File: config.mk
export PLATFORM = sky130hd
export DESIGN_NAME = multi_nibble_adder
export DESIGN_NICKNAME = d
export VERILOG_FILES = /design/src/rtl/multi_nibble_adder.sv
export SDC_FILE = /design/constraint.sdc
export NUM_CORES = 1
export LEC_CHECK = 0
export ABC_CLOCK_PERIOD_IN_PS = 4600
export BUFFER_PORTS_ARGS = -buffer_cell sky130_fd_sc_hd__buf_4
export CORE_ASPECT_RATIO = 0.75
export CORE_MARGIN = 4
export CORE_UTILIZATION = 32
export CTS_CLUSTER_SIZE = 12
export DETAILED_ROUTE_END_ITERATION = 6
export GPL_ROUTABILITY_DRIVEN = 0
export PLACE_DENSITY_LB_ADDON = 0.08
export SETUP_SLACK_MARGIN = 0.02
export SLEW_MARGIN = 20
export SYNTH_ARGS = -nofsm -noshare
export SYNTH_HDL_FRONTEND = slang
export SYNTH_SLANG_ARGS = --single-unit
File: constraint.sdc
create_clock -name clk -period 4.6 [get_ports clk]
set_clock_uncertainty 0.2 [all_clocks]
set_input_delay 1.15 -clock clk [delete_from_list [all_inputs] [get_ports clk]]
set_output_delay 1.15 -clock clk [all_outputs]
set_load 0.02 [all_outputs]
File: src/rtl/multi_nibble_adder.sv
// Sequential adder: {cout,sum} = a + b + cin, one nibble per cycle through a single 4-bit
// ripple-carry adder. Define MULTI_NIBBLE_ADDER_OVF_EN to add the two's-complement ovf output.
module multi_nibble_adder #(
  parameter int unsigned NIBBLES = 4
) (
  input  logic                 clk,
  input  logic                 rst,
  input  logic                 in_valid,
  output logic                 in_ready,
  input  logic [4*NIBBLES-1:0] a,
  input  logic [4*NIBBLES-1:0] b,
  input  logic                 cin,
  output logic                 out_valid,
  input  logic                 out_ready,
  output logic [4*NIBBLES-1:0] sum,
  output logic                 cout
`ifdef MULTI_NIBBLE_ADDER_OVF_EN
  ,
  output logic                 ovf
`endif
);

  localparam int unsigned W    = 4 * NIBBLES;
  localparam int unsigned IdxW = $clog2(NIBBLES);
  localparam logic [IdxW-1:0] LastIdx = IdxW'(NIBBLES - 1);

  typedef enum logic [1:0] {StIdle, StAdd, StDone} state_e;

  state_e          state_q, state_d;
  logic [W-1:0]    a_q, a_d, b_q, b_d, sum_q, sum_d;
  logic [IdxW-1:0] idx_q, idx_d;
  logic            carry_q, carry_d;
  logic            cout_q, cout_d;
  logic            out_valid_q, out_valid_d;

  logic [3:0] nib_a, nib_b, nib_s;
  logic [4:0] rc;

  assign nib_a = a_q[int'(idx_q) * 4 +: 4];
  assign nib_b = b_q[int'(idx_q) * 4 +: 4];
  assign rc[0] = carry_q;

  // Four full-adder cells chained into the shared nibble adder.
  for (genvar i = 0; i < 4; i++) begin : g_fa
    assign nib_s[i] = nib_a[i] ^ nib_b[i] ^ rc[i];
    assign rc[i+1]  = (nib_a[i] & nib_b[i]) | (rc[i] & (nib_a[i] ^ nib_b[i]));
  end

`ifdef MULTI_NIBBLE_ADDER_OVF_EN
  logic ovf_q, ovf_d;
`endif

  always_comb begin
    state_d     = state_q;
    a_d         = a_q;
    b_d         = b_q;
    sum_d       = sum_q;
    idx_d       = idx_q;
    carry_d     = carry_q;
    cout_d      = cout_q;
    out_valid_d = out_valid_q;
`ifdef MULTI_NIBBLE_ADDER_OVF_EN
    ovf_d       = ovf_q;
`endif
    in_ready    = (state_q == StIdle) && !rst;

    unique case (state_q)
      StIdle: begin
        if (in_valid && in_ready) begin
          a_d     = a;
          b_d     = b;
          carry_d = cin;
          idx_d   = '0;
          sum_d   = '0;
          state_d = StAdd;
        end
      end
      StAdd: begin
        sum_d[int'(idx_q) * 4 +: 4] = nib_s;
        carry_d = rc[4];
        idx_d   = idx_q + 1'b1;
        if (idx_q == LastIdx) begin
          cout_d      = rc[4];
          out_valid_d = 1'b1;
          idx_d       = '0;
          state_d     = StDone;
`ifdef MULTI_NIBBLE_ADDER_OVF_EN
          ovf_d = (a_q[W-1] == b_q[W-1]) && (sum_d[W-1] != a_q[W-1]);
`endif
        end
      end
      StDone: begin
        if (out_ready) begin
          out_valid_d = 1'b0;
          state_d     = StIdle;
        end
      end
      default: state_d = StIdle;
    endcase
  end

  always_ff @(posedge clk) begin
    if (rst) begin
      state_q     <= StIdle;
      a_q         <= '0;
      b_q         <= '0;
      sum_q       <= '0;
      idx_q       <= '0;
      carry_q     <= 1'b0;
      cout_q      <= 1'b0;
      out_valid_q <= 1'b0;
`ifdef MULTI_NIBBLE_ADDER_OVF_EN
      ovf_q       <= 1'b0;
`endif
    end else begin
      state_q     <= state_d;
      a_q         <= a_d;
      b_q         <= b_d;
      sum_q       <= sum_d;
      idx_q       <= idx_d;
      carry_q     <= carry_d;
      cout_q      <= cout_d;
      out_valid_q <= out_valid_d;
`ifdef MULTI_NIBBLE_ADDER_OVF_EN
      ovf_q       <= ovf_d;
`endif
    end
  end

  assign sum       = sum_q;
  assign cout      = cout_q;
  assign out_valid = out_valid_q;
`ifdef MULTI_NIBBLE_ADDER_OVF_EN
  assign ovf       = ovf_q;
`endif

endmodule

======== Word level (Yosys, flattened, before mapping) ========
Cells that the tools add are included.
word-level totals
  register bits ........................... 55
  bits of input ports ..................... 37
  output and inout port bits .............. 19
  word-level logic and storage cells ...... 66
operators by class
  add/subtract/negate cells ............... 2
  equality and inequality tests ........... 6
  shift-type cells ........................ 4
  mux-type cells .......................... 15
  bitwise logic cells ..................... 20
  reductions and logical operators ........ 11
operators by type and width
  kind                     count
  $neg 4->33               1
  $shift 4x33->16 const A  1
  $shiftx 4x33->16         1
  $pmux 16 s2              1
  $shiftx 16x5->4          2
  $bwmux 16                1
  $mux 16                  1
  $mux 2                   5
  $and 1x1->1              8
  $xor 1x1->1              8
  $pmux 2 s3               1
  $reduce_and 2->1         3
  $reduce_and 3->1         2
  $eq 2x2->1 const B       2
  $ne 2x2->1 const B       2
  $or 1x1->1               4
  $pmux 1 s2               2
  $pmux 2 s2               1
  $reduce_bool 2->1        2
  $mux 1                   3
  $add 2x1->2 const B      1
  $eq 2x1->1 const B       1
  $logic_and 1x1->1        2
  $logic_not 2->1          1
  other kinds (2)          2

======== Depth between registers and ports, before layout ========
  word-level depth ........................ 12
  gate-level depth with buffers ........... 12
  gate-level depth less buffers ........... 11

======== Worst setup path after synthesis ========
No wires, ideal clock.
  path kind ............................... input to output
  from .................................... input rst
  to ...................................... output in_ready
  arrival time ............................ 1.996 ns
  data required time ...................... 3.250 ns
  setup slack ............................. 1.254 ns
  stages .................................. 3
  path buffers ............................ 2
  path through ............................ clkbuf_1 > buf_1 > nor3_1
between the ends
  cells in the longest elaborated chain, start to end .. 2
ends and longest elaborated chain
  what                RTL line  text
  start: declaration  7         input logic rst,
  $logic_not 1->1     65        in_ready = (state_q == StIdle) && !rst;
  $logic_and 1x1->1   65
  end: declaration    9         output logic in_ready,
No other way between the ends.

======== Final worst setup path ========
  from .................................... register idx_q[0]
  to ...................................... register sum_q[3] (netlist: sum[3])
between the ends
  cells in the longest elaborated chain, start to end .. 12
  elaborated cells between the ends (all ways) .. 24
  classes of those cells .................. 1 x add/sub; 4 x shift; 2 x mux; 17 x bitwise
ends and longest elaborated chain
  what                                RTL line  text
  start: declaration                  31        logic [IdxW-1:0] idx_q, idx_d;
  start signal: assignment            120       idx_q <= idx_d;
  $shiftx 16x5->4 (on tied branches)  39, 40
  $xor 1x1->1                         45, 46
  $and 1x1->1                         46        assign rc[i+1] = (nib_a[i] & nib_b[i]) | (rc[i] & (nib_a[i] ^ nib_b[i]));
  $or 1x1->1                          46
  $and 1x1->1                         46
  $or 1x1->1                          46
  $and 1x1->1                         46
  $or 1x1->1                          46
  $xor 1x1->1                         45        assign nib_s[i] = nib_a[i] ^ nib_b[i] ^ rc[i];
  $shiftx 4x33->16                    79        sum_d[int'(idx_q) * 4 +: 4] = nib_s;
  $bwmux 16 (*)                       79
  $pmux 16 s2 (*)                     67        unique case (state_q)
  end signal: assignment              119       sum_q <= sum_d;
  end: declaration                    30        logic [W-1:0] a_q, a_d, b_q, b_d, sum_q, sum_d;
Mark *: on every way between the ends. The rest lies on a longest branch, timed or not.
A chain may end at the register's enable or synchronous reset.

==> metrics.yaml <==
floorplanning:
  rows: 27
  ioPinCount: 56
  start_util_pct: 33.03
  die_w_um: 108.9
  core_mm2: 0.007398
  fp.dieArea_mm2: 0.009113
  die_h_um: 83.68
route:
  via_count: 1913
  ant_nets: 0
  viasPerCell: 4.700
  drc: 0
  wl_um: 5771
  drtIter0Drc: 64
  detail_route.first_pass.iterations: 4
  wire_per_inst_um: 14.18
power:
  peakVddDrop_mv: 0.1064
  p_seq_share_pct: 55.4
  leakage_nw: 1.154
  intPower_mw: 0.6837
  power_frac_clock_pct: 32.3
  power-per-cell-area_mw_per_mm2: 305.9
  p_switching_mw: 0.2272
  swShare_pct: 24.95
  p_comb_share_pct: 12.4
  total_power_mw: 0.9109
global_routing:
  grtUsageMet1_pct: 19.87
  grt_pass1_wl_um: 9639
  grt_max_degree: 51
  grt_usage_pct: 13.15
  grt_pass1_vias: 1983
  use_met2_pct: 18.00
  antenna_found_initial: 0
  grt_busiest_layer: "met1"
  met3_usage_pct: 3.558
  grt-ovfl-total: 0
clocking:
  cts_buffers: 5
  path_clk_slew_ns: 0.10
  clk_path_buf_depth: 2
  cts_resized: 0
  cts_tree: "done"
  hold_buffers: 0
  clock-sinks: 55
  post_cts_buffers: 0
  root_buffer: "clkbuf_8"
  clock_latency_ns: 0.31
  htreeDepth: 2
place:
  place_area_mm2: 0.002878
  io_buffer_count: 55
  dp_hpwl_um: 4085
logic_synthesis:
  ys_seq_area_share_pct: 45.06
  syn_nets: 304
  postSynthCellCount: 258
  avgSynthCellArea_um2: 9.471
  ys_ff_latch: 55
  async_flop_share_pct: 0
  ys_warn_count: 0
  syn_area_mm2: 0.002444
  synth_edf_count: 0
  synth.distinct_cells: 32
  synth-main-ff-cell: "dfxtp_1"
worst_setup_path:
  cp_max_fo: 15
  start_kind: "register"
  arrival_ns: 3.45
  crit_type: "reg -> reg"
  crit_path_end_kind: "register"
  required_ns: 4.66
sta:
  period_share_pct: 73.67
  fin_crit_ns: 3.389
  finalSetupViolCount: 0
  finalHoldViolations: 0
  worst_pin_slew_ns: 0.6388
  slew_headroom_pct: 57.02
  rsz0062_at_grt: "false"
  maxSlewViolCount: 0
  tns_ns: 0
  fmax_mhz: 295.1
cells_and_area:
  final_util_pct: 40.25
  multi_input_area_mm2: 0.001181
  final_area_mm2: 0.002978
  area_growth_pct: 21.86
  final_cell_mix: "70 x nand2_1, 57 x buf_4, 55 x dfxtp_1, 41 x a21oi_1, 16 x a22o_1"
  fill_cells: 763
  ff_latch_area_mm2: 0.001101
  final_nets: 351
  antennaDiodeCount: 0
  layout_commonest_cell: "nand2_1"
  layout-drive-gt1-share_pct: 26.14
status:
  outcome: "complete, no violations"
worst_hold_path:
  hold_class: "reg -> reg"
run:
  drv_cap: 0
[power groups by stage]
stage | clock network, mW | logic (mW) | registers, mW
6_report | 0.294 | 0.113 | 0.504
5_1_grt | 0.322 | 0.126 | 0.507
4_1_cts | 0.303 | 0.115 | 0.505
3_5_place_dp | 0 | 0.114 | 0.516
3_3_place_gp | 0 | 0.113 | 0.516
2_1_floorplan | 0 | 0.0777 | 0.510
[path summary, 6_finish.rpt]
check / startpoint / end / slack, ns / cells after the start
hold / removal: b_q[14]$_SDFFE_PP0P_ / b_q[14]$_SDFFE_PP0P_ / 0.26 / 2
hold reg to reg: b_q[14]$_SDFFE_PP0P_ / b_q[14]$_SDFFE_PP0P_ / 0.26 / 2
setup reg to reg: idx_q[0]$_SDFFE_PP0P_ / sum[3]$_SDFFE_PP0P_ / 1.21 / 12
setup / recovery: idx_q[0]$_SDFFE_PP0P_ / sum[3]$_SDFFE_PP0P_ / 1.21 / 12
[flip-flops by register name, indices dropped and copies added (netlist names)]
register / cells
a_q: 16
b_q: 16
sum: 16
idx_q: 2
state_q: 2
carry_q: 1
cout: 1
out_valid: 1
[Yosys cell counts, types with 2 or more instances]
| master | instances | share of area, % |
|---|---|---|
| fa_1 | 4 | 3.3 |
| nand2_1 | 70 | 11 |
| ha_1 | 5 | 2.6 |
| dfxtp_1 | 55 | 45 |
| nand3_1 | 3 | 0.61 |
| mux4_2 | 8 | 7.4 |
| clkbuf_1 | 5 | 0.77 |
| buf_6 | 2 | 0.92 |
| a22o_1 | 16 | 5.7 |
| a21oi_1 | 41 | 8.4 |
| nor2_1 | 5 | 0.77 |
| buf_8 | 3 | 1.8 |
| nor2b_1 | 4 | 1.0 |
| inv_1 | 11 | 1.7 |
| mux2_2 | 4 | 1.8 |
| buf_2 | 6 | 1.2 |
[cell type report]
| cell class | count | share of cell area [%] |
|---|---|---|
| flip-flops and latches | 55 | 36.97 |
| well taps | 101 | 4.244 |
| inverters | 11 | 1.387 |
| clock buffers | 8 | 3.361 |
| multi-input cells | 175 | 39.66 |
| repair buffers | 57 | 14.37 |
[per-stage QoR]
stage | hold slack, ns | setup WS, ns | std cells
final | 0.2579 | 1.211 | 407
after detailed placement | 0.2485 | 1.202 | 399
after CTS | 0.2613 | 1.166 | 407
after global routing | 0.2804 | 0.9424 | 407
after global placement | 0.2452 | 1.306 | 399
after floorplan | 0.2331 | 1.254 | 258
[per-layer routing]
layer | up-vias | part of all wire [%]
met5 | - | 0
met4 | 0 | 1.2
met3 | 8 | 4.9
met2 | 41 | 40
met1 | 887 | 54
li1 | 977 | -
[logic make-up (layout without fill, tap and decap cells)]
family,after synthesis,count (layout),synth area share [%]
multiplexers,12,12,9.216
adder cells (fa/ha/maj),9,9,5.837
AO/OA/AOI/OAI,61,61,15.26
buffers and inverters,28,76,6.605
flip-flops,55,55,45.06
AND/OR/NAND/NOR,93,93,18.02
[critical path, cell delays in order, from the launching register on]
cell and delay, ns:
dfxtp_1 0.41, buf_4 0.27, mux4_2 0.53, inv_1 0.09, fa_1 0.16, inv_1 0.05
fa_1 0.36, inv_1 0.08, fa_1 0.15, inv_1 0.05, fa_1 0.46, nor2b_1 0.32
a22o_1 0.20
Power figures use the tool's default switching activity.
